## config.mk

```make
export PLATFORM = sky130hd
export DESIGN_NAME = fa_serial_add_ctrl
export DESIGN_NICKNAME = d
export VERILOG_FILES = /design/src/rtl/fa_serial_add_ctrl.sv
export SDC_FILE = /design/constraint.sdc
export NUM_CORES = 1
export LEC_CHECK = 0
export ABC_CLOCK_PERIOD_IN_PS = 2790
export CAP_MARGIN = 10
export CORE_AREA = 5 5 85 87
export DETAILED_ROUTE_END_ITERATION = 12
export DIE_AREA = 0 0 90 92
export PLACE_DENSITY = 0.91
export SYNTH_ARGS = -nofsm -noshare
export SYNTH_HDL_FRONTEND = slang
export SYNTH_SLANG_ARGS = --single-unit
```

## constraint.sdc

```tcl
create_clock -name clk -period 2.79 [get_ports clk]
set_input_delay 0.279 -clock clk [delete_from_list [all_inputs] [get_ports clk]]
set_output_delay 0.279 -clock clk [all_outputs]
set_load 0.005 [all_outputs]
```

## src/rtl/fa_serial_add_ctrl.sv

```systemverilog
// Serial WIDTH-bit adder sequencer: one 4-bit full-adder ripple per clock, LSB nibble first.
// Define FA_SEQ_SUB_EN to add the op_sub input (A-B via inverted B and carry-in of 1).
module fa_serial_add_ctrl #(
    parameter int unsigned WIDTH = 16
) (
    input  logic             clk,
    input  logic             rst_n,
    input  logic             in_valid,
    output logic             in_ready,
    input  logic [WIDTH-1:0] op_a,
    input  logic [WIDTH-1:0] op_b,
`ifdef FA_SEQ_SUB_EN
    input  logic             op_sub,
`endif
    output logic             out_valid,
    input  logic             out_ready,
    output logic [WIDTH-1:0] sum,
    output logic             cout,
    output logic             ovf,
    output logic             busy
);

    localparam int unsigned NNIB = WIDTH / 4;
    localparam int unsigned IdxW = (NNIB > 1) ? $clog2(NNIB) : 1;

    if ((WIDTH % 4) != 0 || WIDTH < 4) begin : g_bad_width
        $error("fa_serial_add_ctrl: WIDTH must be a multiple of 4 and >= 4");
    end

    typedef enum logic [1:0] {StInit, StIdle, StRun, StDone} state_e;

    state_e            state_q, state_d;
    logic [WIDTH-1:0]  a_q, a_d;
    logic [WIDTH-1:0]  b_q, b_d;
    logic [WIDTH-1:0]  acc_q, acc_d;
    logic [WIDTH-1:0]  sum_q, sum_d;
    logic [IdxW-1:0]   idx_q, idx_d;
    logic              carry_q, carry_d;
    logic              cout_q, cout_d;
    logic              ovf_q, ovf_d;
    logic              in_ready_q, in_ready_d;
    logic              out_valid_q, out_valid_d;
    logic              busy_q, busy_d;

    logic [3:0]        nib_s;
    logic [4:0]        rc;
    logic [WIDTH+3:0]  acc_shift;

    // Four full-adder cells rippling over the low nibble of the shifting operand registers.
    always_comb begin
        rc[0] = carry_q;
        nib_s = '0;
        for (int i = 0; i < 4; i++) begin
            nib_s[i]  = a_q[i] ^ b_q[i] ^ rc[i];
            rc[i + 1] = (a_q[i] & b_q[i]) | (rc[i] & (a_q[i] ^ b_q[i]));
        end
        acc_shift = {nib_s, acc_q};
    end

    always_comb begin
        state_d     = state_q;
        a_d         = a_q;
        b_d         = b_q;
        acc_d       = acc_q;
        sum_d       = sum_q;
        idx_d       = idx_q;
        carry_d     = carry_q;
        cout_d      = cout_q;
        ovf_d       = ovf_q;
        in_ready_d  = in_ready_q;
        out_valid_d = out_valid_q;
        busy_d      = busy_q;

        unique case (state_q)
            StInit: begin
                state_d    = StIdle;
                in_ready_d = 1'b1;
            end
            StIdle: begin
                if (in_valid && in_ready_q) begin
                    a_d        = op_a;
`ifdef FA_SEQ_SUB_EN
                    b_d        = op_b ^ {WIDTH{op_sub}};
                    carry_d    = op_sub;
`else
                    b_d        = op_b;
                    carry_d    = 1'b0;
`endif
                    idx_d      = '0;
                    state_d    = StRun;
                    in_ready_d = 1'b0;
                    busy_d     = 1'b1;
                end
            end
            StRun: begin
                acc_d   = acc_shift[WIDTH+3:4];
                a_d     = a_q >> 4;
                b_d     = b_q >> 4;
                carry_d = rc[4];
                idx_d   = idx_q + IdxW'(1);
                if (idx_q == IdxW'(NNIB - 1)) begin
                    // Top nibble: publish the full result; its carry is never fed back.
                    state_d     = StDone;
                    sum_d       = acc_shift[WIDTH+3:4];
                    cout_d      = rc[4];
                    ovf_d       = rc[3] ^ rc[4];
                    out_valid_d = 1'b1;
                end
            end
            StDone: begin
                if (out_ready) begin
                    state_d     = StIdle;
                    out_valid_d = 1'b0;
                    busy_d      = 1'b0;
                    in_ready_d  = 1'b1;
                end
            end
            default: state_d = StInit;
        endcase
    end

    always_ff @(posedge clk or negedge rst_n) begin
        if (!rst_n) begin
            state_q     <= StInit;
            a_q         <= '0;
            b_q         <= '0;
            acc_q       <= '0;
            sum_q       <= '0;
            idx_q       <= '0;
            carry_q     <= 1'b0;
            cout_q      <= 1'b0;
            ovf_q       <= 1'b0;
            in_ready_q  <= 1'b0;
            out_valid_q <= 1'b0;
            busy_q      <= 1'b0;
        end else begin
            state_q     <= state_d;
            a_q         <= a_d;
            b_q         <= b_d;
            acc_q       <= acc_d;
            sum_q       <= sum_d;
            idx_q       <= idx_d;
            carry_q     <= carry_d;
            cout_q      <= cout_d;
            ovf_q       <= ovf_d;
            in_ready_q  <= in_ready_d;
            out_valid_q <= out_valid_d;
            busy_q      <= busy_d;
        end
    end

    assign in_ready  = in_ready_q;
    assign out_valid = out_valid_q;
    assign busy      = busy_q;
    assign sum       = sum_q;
    assign cout      = cout_q;
    assign ovf       = ovf_q;

endmodule

```

==> impl_metrics.csv <==
group,metric,value,unit
outcome,outcome,"completed",
drt,drt-pass1-iter-count,4,
timing,max_freq,413,MHz
min_path,hp-class,"input port to asynchronous set/reset pin",
worst_setup_path,cp.arrival,2.62,ns
cells_and_area,layout.nets,324,
clock_tree,clk_path_buf_depth,2,
grt,met2_usage,24.3,%
logic_synthesis,synth_warnings,0,
clock_tree,clkSinkCount,70,
worst_setup_path,path_common_cell,"fa_1",
cells_and_area,fin_cells,362,
worst_setup_path,cp.required,2.99,ns
logic_synthesis,syn_area,0.00330,sq mm
cells_and_area,fillers,452,
worst_setup_path,r2r_end,"ovf",
clock_tree,cts_made_buffers,9,
power,ir_drop,581,uV
cells_and_area,fin_area,0.00418,sq mm
cells_and_area,syn2layout_area_growth,26.7,%
drt,ant_nets,0,
die,rows,29,
worst_setup_path,end_kind,"register",
placement,dp_cells,345,
timing,fin_ws,0.370,ns
timing,fin_worst_skew,0.0123,ns
logic_synthesis,ys.flop_type,"dfrtp_1",
cells_and_area,final_layout_size_suffix_gt1_share,36.8,%
clock_tree,clk_pin_slew_worst_paths,0.09,ns
die,core_area,0.00628,sq mm
worst_setup_path,r2r_start,"a_q[0]",
power,p_leak,1.92,nW
die,pin_count,57,
logic_synthesis,synth_top_area_share,53.1,%
timing,slew_headroom,56.4,%
placement,dp_hpwl,4.07,mm
drt,vias_per_cell,5.16,
logic_synthesis,synth_edf_count,0,
logic_synthesis,seq_area_frac_synth,53.1,%
drt,wl_per_cell,16.1,microns
logic_synthesis,ys_types,23,
worst_setup_path,cp.depth,8,
drt,vias,1867,
grt,grt_use_met3,3.68,%
logic_synthesis,ys_top_cells_by_count,"dfrtp_1 (70), mux2_2 (54), mux2_4 (25)",
timing,tns,0,ns
logic_synthesis,syn_avg_cell_area,15.1,sq um
worst_setup_path,slowest_delay,0.44,ns
clock_tree,htreeDepth,3,
grt,grt_usage,15.2,%
logic_synthesis,synth-compound-area-share,3.64,%
clock_tree,clk-insertion-delay-late,0.34,ns
placement,gp_congestion,0.784,
worst_setup_path,critPathTopFamily,"adder cells",
logic_synthesis,synthSimpleGateAreaFrac,3.07,%
drt,drt_iter0_drc,85,
timing,whs,0.506,ns
worst_setup_path,endpoint,"ovf",
worst_setup_path,worstPathMaxFanout,3,
timing,worstMarginPinSlew,0.655,ns
power,power_density,1160,mW/mm^2
worst_setup_path,crit_type,"register to register",
die,die_x,90,microns
die,dieArea,0.00828,sq mm
job,max-cap-violations,0,
clock_tree,post_cts_buffers,0,
worst_setup_path,startpoint_type,"register",
worst_setup_path,crit_slowest_cell,"fa_1",
logic_synthesis,synthArstFlopShare,100,%
grt,grt_max_degree,37,
logic_synthesis,ys_seq_elements,70,
logic_synthesis,muxShareOfSynthArea,31.9,%
worst_setup_path,worstRegToRegCells,8,
grt,globalRouteOverflowTotal,0,
timing,slew_violations,0,
worst_setup_path,path_cells,"fa_1 -> inv_1 -> fa_1 -> inv_1 -> fa_1 -> fa_1 -> xnor2_1 -> o21ai_0",
die,initial_core_util,52.6,%
logic_synthesis,synth-xor-area-share,0.265,%
drt,wl,5.82,mm
timing,hold_viol,0,
grt,grt_first_pass_wirelength,10.1,mm
placement,dp_slack,0.386,ns
logic_synthesis,syn_inst,218,
drt,drc_errors,0,
worst_setup_path,r2r_setup_slack,0.37,ns
timing,layout_min_cycle_time,2.42,ns
clock_tree,clockRootBuffer,"clkbuf_8",
worst_setup_path,setup.worst_path.start,"a_q[0]",
grt,grt_pass1_vias,2047,
power,p_total,4.85,mW
worst_setup_path,cp_num_buf_inv,2,
timing,setup_viol_count_final,0,
grt,top_usage_layer,"met2",
logic_synthesis,synth_area_leaders,"dfrtp_1 (53%), mux2_2 (18%), mux2_4 (11%)",
grt,grt_antenna_before_repair,0,
logic_synthesis,synth_fa_ha_area_share,3.94,%
cells_and_area,final_core_util,66.6,%
placement,io_buffers,56,
logic_synthesis,synth_top_family_by_area,"multiplexers",
die,die_y,92,microns
timing,rsz0062_at_grt,"no",
cells_and_area,diodes,0,
grt,met1_usage,19.9,%
placement,placed_cell_area,0.00392,sq mm
logic_synthesis,synth.most_common_cell,"dfrtp_1",
timing,min_period_over_period,86.7,%
clock_tree,cts_tree,"done",
logic_synthesis,synth_top_area_cell,"dfrtp_1",
logic_synthesis,syn_nets,262,
worst min path at each step:
stage / from / endpoint / slack, ns
2_1_floorplan: rst_n / a_q[0] / -0.02
5_1_grt: b_q[12] / b_q[12] / 0.52
4_1_cts: a_q[9] / a_q[9] / 0.51
3_5_place_dp: rst_n / sum[3] / 0.35
6_report: rst_n / a_q[9] / 0.51
3_3_place_gp: rst_n / sum[3] / 0.34
logic make-up (layout without fill, tap and decap cells):
group,after synthesis,count (layout)
and+or+nand+nor,19,19
xor gates and xnor gates,1,1
muxes,86,86
adders and majority gates,8,8
DFF,70,70
buffers and inverters,20,87
AOI/OAI and AO/OA,14,14
what timing repair did:
| action | in CTS | in global routing |
|---|---|---|
| endpoints found under the setup margin | 0 | 0 |
| hold endpoints to repair | 27 | 0 |
| hold buffers | 1 | 0 |
| gates resized for setup | 0 | 0 |
layout make-up:
class	count	area [sq um]	share of cell area (%)
sequential	70	1750	41.9
multi-input combinational	128	1420	33.9
timing repair buffer	62	628	15.0
clock buffer	10	138	3.29
clock inverter	6	116	2.78
tap	77	96.3	2.30
inverter	9	33.8	0.808
cells in the final DEF (no fill, tap or decap), drive strengths merged:
cell type and count:
ha 4, o21ai 4, o31ai 2, fa 4, o32ai 1, clkdlybuf4s50 55, mux2i 7, dlygate4sd3 1
a31oi 1, mux2 79, o2bb2ai 1, and2 1, a211oi 1, nor3 1, inv 11, buf 6
bufinv 3, nand2 7, a21bo 1, dfrtp 70, nor2b 10, clkbuf 10, a22o 3, clkinv 1
xnor2 1
power by group:
part           internal, mW  total, mW  switching [mW]
Clock                 0.626       1.01           0.387
Combinational          1.29       2.05           0.759
Sequential             1.50       1.79           0.292
Total                  3.41       4.85            1.44
state kept, by name, summed over array words and instances (netlist names):
name / cells
busy: 1
state_q: 2
carry_q: 1
ovf: 1
in_ready: 1
out_valid: 1
sum: 16
cout: 1
a_q: 16
idx_q: 2
b_q: 16
acc_q: 12
layer usage:
| metal | part of all wire [%] | vias to the layer above |
|---|---|---|
| li1 | - | 885 |
| met1 | 46 | 920 |
| met2 | 47 | 55 |
| met3 | 5.7 | 7 |
| met4 | 1.4 | 0 |
| met5 | 0 | - |
Note: power is estimated with default switching activity, not from simulation.
